### config.mk
export PLATFORM = sky130hd
export DESIGN_NAME = regfile_param
export DESIGN_NICKNAME = d
export VERILOG_FILES = /design/src/rtl/regfile_param.sv
export SDC_FILE = /design/constraint.sdc
export NUM_CORES = 1
export LEC_CHECK = 0
export CAP_MARGIN = 20
export CORE_MARGIN = 2
export CORE_UTILIZATION = 30
export DETAILED_ROUTE_END_ITERATION = 10
export RECOVER_POWER = 50
export SYNTH_ARGS = -nofsm -noshare
export SYNTH_HDL_FRONTEND = slang
export SYNTH_SLANG_ARGS = --single-unit
### constraint.sdc
create_clock -name clk -period 1.6 [get_ports clk]
set_input_delay 0.16 -clock clk [delete_from_list [all_inputs] [get_ports clk]]
set_output_delay 0.16 -clock clk [all_outputs]
set_load 0.02 [all_outputs]
### src/rtl/regfile_param.sv
// Parametrised 2-read/1-write register file with registered reads, optional zero
// register and a sequenced clear sweep. Define REGFILE_BYPASS_EN for write-through reads.
module regfile_param #(
  parameter int          DW       = 16,
  parameter int          AW       = 3,
  parameter int unsigned ZERO_REG = 0
) (
  input  logic          clk,
  input  logic          nClear,
  input  logic [AW-1:0] Aaddr,
  input  logic [AW-1:0] Baddr,
  input  logic [AW-1:0] Caddr,
  input  logic [DW-1:0] C,
  input  logic          Load,
  input  logic          sweep_req,
  output logic [DW-1:0] A,
  output logic [DW-1:0] B,
  output logic          busy
);

  localparam int DEPTH = 1 << AW;
  localparam logic [AW:0] LAST_IDX = {1'b0, {AW{1'b1}}};

  typedef enum logic {
    IDLE  = 1'b0,
    SWEEP = 1'b1
  } state_t;

  state_t        state;
  state_t        state_next;
  logic [AW:0]   cnt;
  logic [AW:0]   cnt_next;
  logic          wr_commit;
  logic [DW-1:0] a_next;
  logic [DW-1:0] b_next;
  logic [DW-1:0] mem [DEPTH];

  // A write is committed only in IDLE; entry 0 is read-only when ZERO_REG is set.
  assign wr_commit = Load && (state == IDLE) &&
                     !((ZERO_REG != 0) && (Caddr == '0));

  always_ff @(posedge clk or negedge nClear) begin
    if (!nClear) begin
      state <= IDLE;
      cnt   <= '0;
      busy  <= 1'b0;
    end else begin
      state <= state_next;
      cnt   <= cnt_next;
      busy  <= (state_next == SWEEP);
    end
  end

  always_comb begin
    state_next = state;
    cnt_next   = cnt;
    case (state)
      IDLE: begin
        if (sweep_req) begin
          state_next = SWEEP;
          cnt_next   = '0;
        end
      end
      SWEEP: begin
        if (cnt == LAST_IDX) begin
          state_next = IDLE;
          cnt_next   = '0;
        end else begin
          cnt_next = cnt + 1'b1;
        end
      end
      default: begin
        state_next = IDLE;
        cnt_next   = '0;
      end
    endcase
  end

  always_ff @(posedge clk or negedge nClear) begin
    if (!nClear) begin
      for (int i = 0; i < DEPTH; i++) begin
        mem[i] <= '0;
      end
    end else if (state == SWEEP) begin
      mem[cnt[AW-1:0]] <= '0;
    end else if (wr_commit) begin
      mem[Caddr] <= C;
    end
  end

  // Zero-register override is applied last so it wins over the write-through path.
  always_comb begin
    a_next = mem[Aaddr];
    b_next = mem[Baddr];
`ifdef REGFILE_BYPASS_EN
    if (wr_commit && (Aaddr == Caddr)) begin
      a_next = C;
    end
    if (wr_commit && (Baddr == Caddr)) begin
      b_next = C;
    end
`endif
    if ((ZERO_REG != 0) && (Aaddr == '0)) begin
      a_next = '0;
    end
    if ((ZERO_REG != 0) && (Baddr == '0)) begin
      b_next = '0;
    end
  end

  always_ff @(posedge clk or negedge nClear) begin
    if (!nClear) begin
      A <= '0;
      B <= '0;
    end else begin
      A <= a_next;
      B <= b_next;
    end
  end

endmodule

==> impl_metrics.json, run 1 <==
{
  "synth_cells": 622,
  "diodes": 0,
  "fin_skew_ns": 0.008139,
  "slew_violations": 0,
  "combinationalPowerShare_pct": 33.8,
  "worst_ep_arrival_time_ns": 1.39,
  "synth-edff-count": 0,
  "worst-path-buf-inv": 1,
  "internal-power_w": 0.01114,
  "postPlaceCellArea_um2": 9899,
  "drt_pre_antenna_iters": 5,
  "grt_pass1_wl_mm": 34.74,
  "routedWlPerCell_um": 19.76,
  "remaining_drc_errors": 0,
  "post-route-min-period_ns": 1.550,
  "slowest_delay_ns": 0.61,
  "p_seq_share_pct": 40.9,
  "crit_chain": "clkdlybuf4s50_1",
  "avgViaCountPerCell": 4.932,
  "fillers": 2635,
  "syn_to_final_growth_pct": 25.19,
  "numCtsBuffers": 17,
  "postCtsSetupRepairBufs": 0,
  "die_h_um": 170.7,
  "overflow": 0,
  "die_w_um": 170.7,
  "crit_slowest_cell": "clkdlybuf4s50_1",
  "grt_max_degree": 53,
  "drtIter0Drc": 409,
  "cp_max_fo": 1,
  "hold_class": "in2async",
  "fmax_ghz": 0.6450,
  "initial_utilization_pct": 30.25,
  "io_pins": 62,
  "final_util_pct": 37.87,
  "track_usage_pct": 16.08,
  "placementRows": 61,
  "first_global_vias": 5640,
  "vias": 5415,
  "synth-main-ff-cell": "dfrtp_1",
  "clock_path_buffers": 2,
  "rsz0062_at_grt": "false",
  "report.final.hold_viol_count": 0,
  "drt_wl_total_mm": 21.70,
  "syn-cell-area_um2": 8335,
  "seq_area_frac_synth_pct": 49.53,
  "fin_crit_sh_pct": 96.89,
  "antenna_left": 0,
  "finalSetupViolations": 0,
  "cp-end-kind": "output pin",
  "core_um2": 27550,
  "tightest_slew_ns": 0.6572,
  "clk_latency_ns": 0.42,
  "ys_types": 34,
  "final_cells": 1098,
  "drv_cap": 0,
  "leakagePower_nw": 4.876,
  "nets": 738,
  "crit_type": "reg2out",
  "p_per_area_nw_per_um2": 1581,
  "clkPwrFrac_pct": 25.3,
  "whs_ns": 0.2735,
  "total_power_w": 0.01650,
  "portBuffers": 61,
  "cp-start-kind": "flop",
  "swShare_pct": 32.46,
  "synth_async_sr_flop_share_pct": 100.0,
  "max-slew-margin-rel_pct": 56.18,
  "htree_levels": 4,
  "place.gp.congestion": 0.7157,
  "worst_ep_required_time_ns": 1.44,
  "yosys_warnings": 0,
  "dieArea_um2": 29140,
  "drive_gt1_share_pct": 26.25,
  "cts_tree": "built",
  "clk_pin_slew_worst_paths_ns": 0.06,
  "final_area_um2": 10440,
  "cts_sinks": 165,
  "status": "finished, final reports clean",
  "cts_root_buffer": "clkbuf_16",
  "avgSynthCellArea_um2": 13.40,
  "synth_seq_cells": 165,
  "antenna_found_initial": 0,
  "cpLargestDelayFamily": "buffers and inverters",
  "switchingPower_w": 0.005356,
  "post-dp-hpwl_mm": 14.11,
  "synth_fp_nets": 652,
  "vdd_ir_drop_max_mv": 0.7068,
  "placedCellCount": 1066
}
[cell usage in the layout (no fill, tap or decap), types with 3 or more instances in the layout]
| cell | netlist | routed |
|---|---|---|
| clkbuf_2 | 0 | 3 |
| mux4_2 | 64 | 64 |
| nand2_1 | 131 | 131 |
| buf_4 | 14 | 29 |
| bufinv_16 | 0 | 3 |
| nor2_1 | 3 | 3 |
| clkbuf_1 | 14 | 6 |
| nand4bb_1 | 3 | 3 |
| dlygate4sd2_1 | 0 | 5 |
| inv_1 | 16 | 16 |
| clkdlybuf4s50_1 | 0 | 50 |
| nand4b_1 | 4 | 4 |
| clkbuf_16 | 0 | 17 |
| dfrtp_1 | 165 | 164 |
| nor3b_2 | 1 | 3 |
| mux2_2 | 32 | 32 |
| mux2i_1 | 128 | 128 |
| buf_12 | 0 | 25 |
[cells by family after synthesis]
kind of cell	synth area share, %
adder cells (fa/ha/maj)	0.1501
buffers and inverters	4.233
AO/OA/AOI/OAI	0.4804
XOR/XNOR	0.1051
multiplexers	36.99
AND/OR/NAND/NOR	8.511
flip-flops	49.53
[power groups by stage]
stage | Sequential [W] | Combinational [W] | Clock, W
floorplan | 0.00690 | 0.00313 | 0
global placement | 0.00679 | 0.00556 | 0
detailed placement | 0.00683 | 0.00566 | 0
CTS | 0.00677 | 0.00566 | 0.00424
global route | 0.00698 | 0.00608 | 0.00445
finish | 0.00676 | 0.00558 | 0.00417
[layout make-up]
cell class	count	area (µm²)	area share [%]
tap	378	473.0	4.532
sequential	165	4130	39.58
clock inverter	8	125.1	1.199
inverter	16	60.06	0.5755
multi-input combinational	390	3864	37.03
timing repair buffer	118	1315	12.60
clock buffer	23	467.9	4.484
[final timing paths]
check                                    start                    to  slack (ns)  depth (start not counted)
max                            A[12]$_DFF_PN0_                 A[12]        0.05                          1
min                                     nClear  mem[123]$_DFFE_PN0P_        0.27                          2
max reg2reg                    state$_DFF_PN0_   mem[88]$_DFFE_PN0P_        0.12                          4
min reg2reg                mem[43]$_DFFE_PN0P_   mem[43]$_DFFE_PN0P_        0.54                          2
max in group asynchronous               nClear  mem[117]$_DFFE_PN0P_        0.24                          3
min in group clk                     sweep_req    cnt[1]$_DFFE_PN0P_        0.43                          2
[cells in the mapped netlist (2+ instances only)]
library cell	count	area (µm²)
nor2_1	3	11.26
mux4_2	64	1441
nand2_1	131	491.7
mux2_2	32	360.4
buf_4	14	105.1
nand4bb_1	3	33.78
o21ai_0	2	10.01
nand3b_1	2	15.01
buf_1	4	15.01
inv_1	16	60.06
dfrtp_1	165	4129
nand2b_1	2	12.51
mux2i_1	128	1281
clkbuf_1	14	52.55
buf_6	4	45.04
nor3b_1	3	22.52
buf_2	15	75.07
nand4b_1	4	35.03
[state kept, by name, summed over array words and instances, names as in the netlist]
name	cells
A	16
B	16
cnt	4
mem	128
state	1
[metal layers]
metal / vias up / GRT usage (%) / routed length, µm
met5: - / 0 / 0
met4: 0 / 2.936 / 214
met3: 18 / 2.938 / 1193
met2: 142 / 24.66 / 10060
met1: 2861 / 23.97 / 10230
li1: 2394 / - / -
[per-stage QoR]
stage | worst slack, ns | setup TNS (ns)
after global placement | -0.1237 | -4.310
final | 0.04969 | 0
after global routing | 0.003542 | 0
after floorplan | 0.01142 | 0
after CTS | 0.005222 | 0
after detailed placement | -0.1291 | -5.368
[repair_timing]
item	CTS	global route
endpoints found under the hold margin	165	0
endpoints found under the setup margin	5	2
gates cloned	0	0
hold buffers	1	0
resized for setup	5	2
No activity file was read; power rests on OpenSTA's default activity.
==> inputs of run 2 (changes only) <==
SETUP_SLACK_MARGIN = 0.15   (was default)
==> impl_metrics.json, run 2 (synthesis results as in run 1) <==
{
  "status": "finished, final reports clean",
  "portBuffers": 61,
  "clk_latency_ns": 0.43,
  "cp-endpoint": "mem[86]$_DFFE_PN0P_",
  "max-slew-margin-rel_pct": 49.92,
  "grt_max_degree": 43,
  "placedCellCount": 1057,
  "hold_class": "in2async",
  "dp_slack_ns": -0.1263,
  "rsz0062_at_grt": "true",
  "worst_ep_arrival_time_ns": 1.75,
  "clk_pin_slew_worst_paths_ns": 0.07,
  "fin_crit_sh_pct": 90.86,
  "rr_worst_depth": 4,
  "final_area_um2": 10510,
  "postPlaceCellArea_um2": 9863,
  "final_cells": 1092,
  "die_h_um": 170.7,
  "initial_utilization_pct": 30.25,
  "cpLargestDelayFamily": "simple AND/OR/NAND/NOR gates",
  "dieArea_um2": 29140,
  "core_um2": 27550,
  "first_global_vias": 5642,
  "avgViaCountPerCell": 4.905,
  "io_pins": 62,
  "grt_pass1_wl_mm": 34.51,
  "post-route-min-period_ns": 1.454,
  "antenna_found_initial": 2,
  "placementRows": 61,
  "routedWlPerCell_um": 20.51,
  "antenna_left": 0,
  "clock_path_buffers": 2,
  "fin_skew_ns": 0.01015,
  "worst-path-buf-inv": 1,
  "largest-register": "mem",
  "leakagePower_nw": 5.028,
  "tightest_slew_ns": 0.7513,
  "r2r_start": "state$_DFF_PN0_",
  "crit_cells": 4,
  "cts_root_buffer": "clkbuf_16",
  "track_usage_pct": 16.02,
  "overflow": 0,
  "fillers": 2592,
  "cp_max_fo": 16,
  "drv_cap": 0,
  "htree_levels": 4,
  "drtIter0Drc": 386,
  "drt_wl_total_mm": 22.40,
  "slew_violations": 0,
  "setup_tns_ns": 0,
  "setup_ws_ns": 0.1462,
  "cts_tree": "built",
  "drt_pre_antenna_iters": 4,
  "vias": 5356,
  "cts_sinks": 165,
  "r2r-end": "mem[86]$_DFFE_PN0P_",
  "cp-start-kind": "flop",
  "reg_top3": "mem x128, A x16, B x16",
  "syn_to_final_growth_pct": 26.09,
  "die_w_um": 170.7,
  "worst_ep_required_time_ns": 1.90,
  "final_cell_mix": "dfrtp_1 (164), mux2i_1 (128), nand2_1 (118), mux4_2 (64)",
  "final_util_pct": 38.15,
  "slowest_delay_ns": 0.44,
  "finalSetupViolations": 0,
  "crit_chain": "nand3b_4 > or3_4 > buf_12 > mux2i_1",
  "post-dp-hpwl_mm": 13.53,
  "remaining_drc_errors": 0,
  "cp-end-kind": "flop",
  "ff2ff_setup_slack_ns": 0.15,
  "vdd_ir_drop_max_mv": 0.9929,
  "largest_reg_flops": 128,
  "numCtsBuffers": 17,
  "fmax_ghz": 0.6878,
  "crit_slowest_cell": "dfrtp_2",
  "crit_type": "reg2reg",
  "layout_commonest_cell": "dfrtp_1",
  "nets": 731,
  "critPathLaunch": "state$_DFF_PN0_",
  "place.gp.congestion": 0.7150,
  "drive_gt1_share_pct": 28.15,
  "report.final.hold_viol_count": 0,
  "diodes": 0,
  "p_per_area_nw_per_um2": 1575
}
==> run 2: changes by cell type in the layout (fill, tap and decap cells not counted), moves of 3 or more <==
cell,previous run,this run
nand2_4,0,5
nand2_2,1,9
dlygate4sd2_1,5,32
buf_4,29,13
clkdlybuf4s50_1,50,25
nand2_1,131,118
clkbuf_1,6,3
==> run 2: per-layer routing <==
metal	up-vias	share of wire, %	track usage, %
met5	-	0.058	0
met4	2	0.60	3.382
met3	10	5.7	3.447
met2	158	47	24.77
met1	2808	46	23.19
li1	2378	-	-
==> run 2: stage by stage <==
stage | total power, W | hold slack (ns)
after floorplan | 0.01007 | -0.1356
after global placement | 0.01231 | 0.1242
after detailed placement | 0.01249 | 0.1273
after CTS | 0.01649 | 0.2433
after global routing | 0.01753 | 0.2397
final | 0.01656 | 0.2073
==> run 2: where the power goes <==
part | internal [W] | switching, W | leakage [nW]
clock | 0.00247 | 0.00173 | 0.289
combinational | 0.00281 | 0.00283 | 2.49
sequential | 0.00572 | 0.000991 | 2.25
==> run 2: timing repair <==
| action | CTS | global route |
|---|---|---|
| setup buffers | 0 | 0 |
| pin swaps | 0 | 13 |
| hold buffers | 1 | 0 |
| hold endpoints to repair | 36 | 0 |
| setup endpoints to repair | 49 | 59 |
| resized for setup | 34 | 25 |
| cloned | 0 | 2 |
==> run 2: worst min path at each step <==
stage | from | to
after CTS | nClear | mem[58]$_DFFE_PN0P_
after detailed placement | nClear | B[11]$_DFF_PN0_
after global routing | nClear | B[11]$_DFF_PN0_
after global placement | nClear | B[11]$_DFF_PN0_
final | nClear | B[11]$_DFF_PN0_
after floorplan | nClear | A[0]$_DFF_PN0_
==> run 2: final cells by class <==
cell class / instances / area (µm²) / share of cell area [%]
sequential: 165 / 4130 / 39.30
multi-input combinational: 390 / 3948 / 37.56
clock buffer: 22 / 484.2 / 4.607
timing repair buffer: 111 / 1296 / 12.33
clock inverter: 10 / 118.9 / 1.131
inverter: 16 / 60.06 / 0.5714
tap: 378 / 473.0 / 4.500
==> inputs of run 3 (changes only) <==
SETUP_SLACK_MARGIN = default   (was 0.15)
clock period = 1.7 ns   (was 1.6 ns; I/O delays follow)
==> impl_metrics.json, run 3 (synthesis results as in run 1) <==
{
  "status": "finished, final reports clean",
  "worst-path-buf-inv": 1,
  "p_per_area_nw_per_um2": 1497,
  "drive_gt1_share_pct": 25.46,
  "postPlaceCellArea_um2": 9736,
  "total_power_w": 0.01534,
  "layout_commonest_cell": "dfrtp_1",
  "final_area_um2": 10250,
  "routedWlPerCell_um": 21.37,
  "final_cell_mix": "dfrtp_1 (165), nand2_1 (131), mux2i_1 (128), mux4_2 (64), clkdlybuf4s50_1 (55)",
  "clk_latency_ns": 0.44,
  "cp_max_fo": 1,
  "reg_top3": "mem x128, A x16, B x16",
  "post-route-min-period_ns": 1.681,
  "diodes": 0,
  "r2r_start": "cnt[0]$_DFFE_PN0P_",
  "slew_violations": 0,
  "tightest_slew_ns": 1.278,
  "postCtsSetupRepairBufs": 0,
  "die_h_um": 170.7,
  "fin_crit_sh_pct": 98.89,
  "crit_slowest_cell": "clkdlybuf4s50_1",
  "nets": 728,
  "drv_cap": 0,
  "track_usage_pct": 16.89,
  "cpLargestDelayFamily": "buffers and inverters",
  "cp-end-kind": "output pin",
  "cts_root_buffer": "clkbuf_16",
  "drtIter0Drc": 407,
  "final_util_pct": 37.21,
  "portBuffers": 61,
  "leakagePower_nw": 4.760,
  "fin_skew_ns": 0.008649,
  "clk_pin_slew_worst_paths_ns": 0.06,
  "die_w_um": 170.7,
  "cp-start-kind": "flop",
  "drt_pre_antenna_iters": 6,
  "clock_path_buffers": 2,
  "hold_class": "in2reg",
  "largest-register": "mem",
  "slowest_delay_ns": 0.65,
  "max-slew-margin-rel_pct": 14.83,
  "largest_reg_flops": 128,
  "io_pins": 62,
  "r2r-end": "mem[90]$_DFFE_PN0P_",
  "antenna_found_initial": 0,
  "grt_pass1_wl_mm": 35.64,
  "remaining_drc_errors": 0,
  "rsz0062_at_grt": "false",
  "critPathLaunch": "B[0]$_DFF_PN0_",
  "worstHoldStart": "sweep_req",
  "grt_max_degree": 47,
  "cts_tree": "built",
  "finalSetupViolations": 0,
  "initial_utilization_pct": 30.25,
  "overflow": 0,
  "fmax_ghz": 0.5948,
  "worst_ep_arrival_time_ns": 1.51,
  "crit_type": "reg2out",
  "syn_to_final_growth_pct": 23.00,
  "antenna_left": 0,
  "numCtsBuffers": 17,
  "cts_sinks": 165,
  "fillers": 2621,
  "vias": 5364,
  "place.gp.congestion": 0.7676,
  "crit_cells": 1,
  "drt_wl_total_mm": 23.27,
  "placementRows": 61,
  "htree_levels": 4,
  "avgViaCountPerCell": 4.926,
  "cp-endpoint": "B[0]",
  "rr_worst_depth": 5,
  "core_um2": 27550,
  "multi_input_area_um2": 3864,
  "seqCellArea_um2": 4129,
  "dieArea_um2": 29140,
  "report.final.hold_viol_count": 0,
  "first_global_vias": 5786,
  "crit_chain": "clkdlybuf4s50_1",
  "ff2ff_setup_slack_ns": 0.14,
  "worst_ep_required_time_ns": 1.53,
  "vdd_ir_drop_max_mv": 0.8215,
  "post-dp-hpwl_mm": 14.01
}
## run 3: repair_timing
item / in CTS / in global routing
endpoints found under the hold margin: 39 / 0
setup endpoints to repair: 1 / 0
resized for setup: 1 / 0
hold buffers: 1 / 0
## run 3: cell type report
cell class / instances / area share, %
timing repair buffer: 108 / 11.41
inverter: 16 / 0.5858
clock buffer: 18 / 4.186
clock inverter: 14 / 1.245
multi-input combinational: 390 / 37.69
sequential: 165 / 40.27
tap: 378 / 4.613
## run 3: routing by layer
layer  global-route usage (%)  vias to the layer above  share of wire [%]  wire (µm)
li1                         -                     2380                  -          -
met1                    23.42                     2842                 46      10780
met2                    27.39                      125                 48      11230
met3                    3.123                       17                4.1        956
met4                    4.236                        0                1.3        296
met5                        0                        -                  0          0
## run 3: per-stage QoR
stage / TNS, ns / instances / hold slack (ns) / setup slack [ns]
2_1_floorplan: 0 / 622 / -0.1256 / 0.08360
3_3_place_gp: -0.8888 / 1056 / 0.1458 / -0.07098
3_5_place_dp: -1.824 / 1056 / 0.1509 / -0.08791
4_1_cts: 0 / 1089 / 0.2661 / 0.03312
5_1_grt: 0 / 1089 / 0.4189 / 0.01303
6_report: 0 / 1089 / 0.4125 / 0.01885
## run 3: report_power, final
group / switching (W) / internal [W] / leakage [nW]
clock: 0.00170 / 0.00203 / 0.269
combinational: 0.00259 / 0.00265 / 2.24
sequential: 0.000987 / 0.00538 / 2.25
## run 3: worst min path at each step
stage,to,cells past startpoint
final,cnt[2]$_DFFE_PN0P_,2
after global placement,mem[91]$_DFFE_PN0P_,1
after floorplan,A[0]$_DFF_PN0_,0
after detailed placement,mem[75]$_DFFE_PN0P_,1
after CTS,mem[75]$_DFFE_PN0P_,2
after global routing,cnt[2]$_DFFE_PN0P_,2
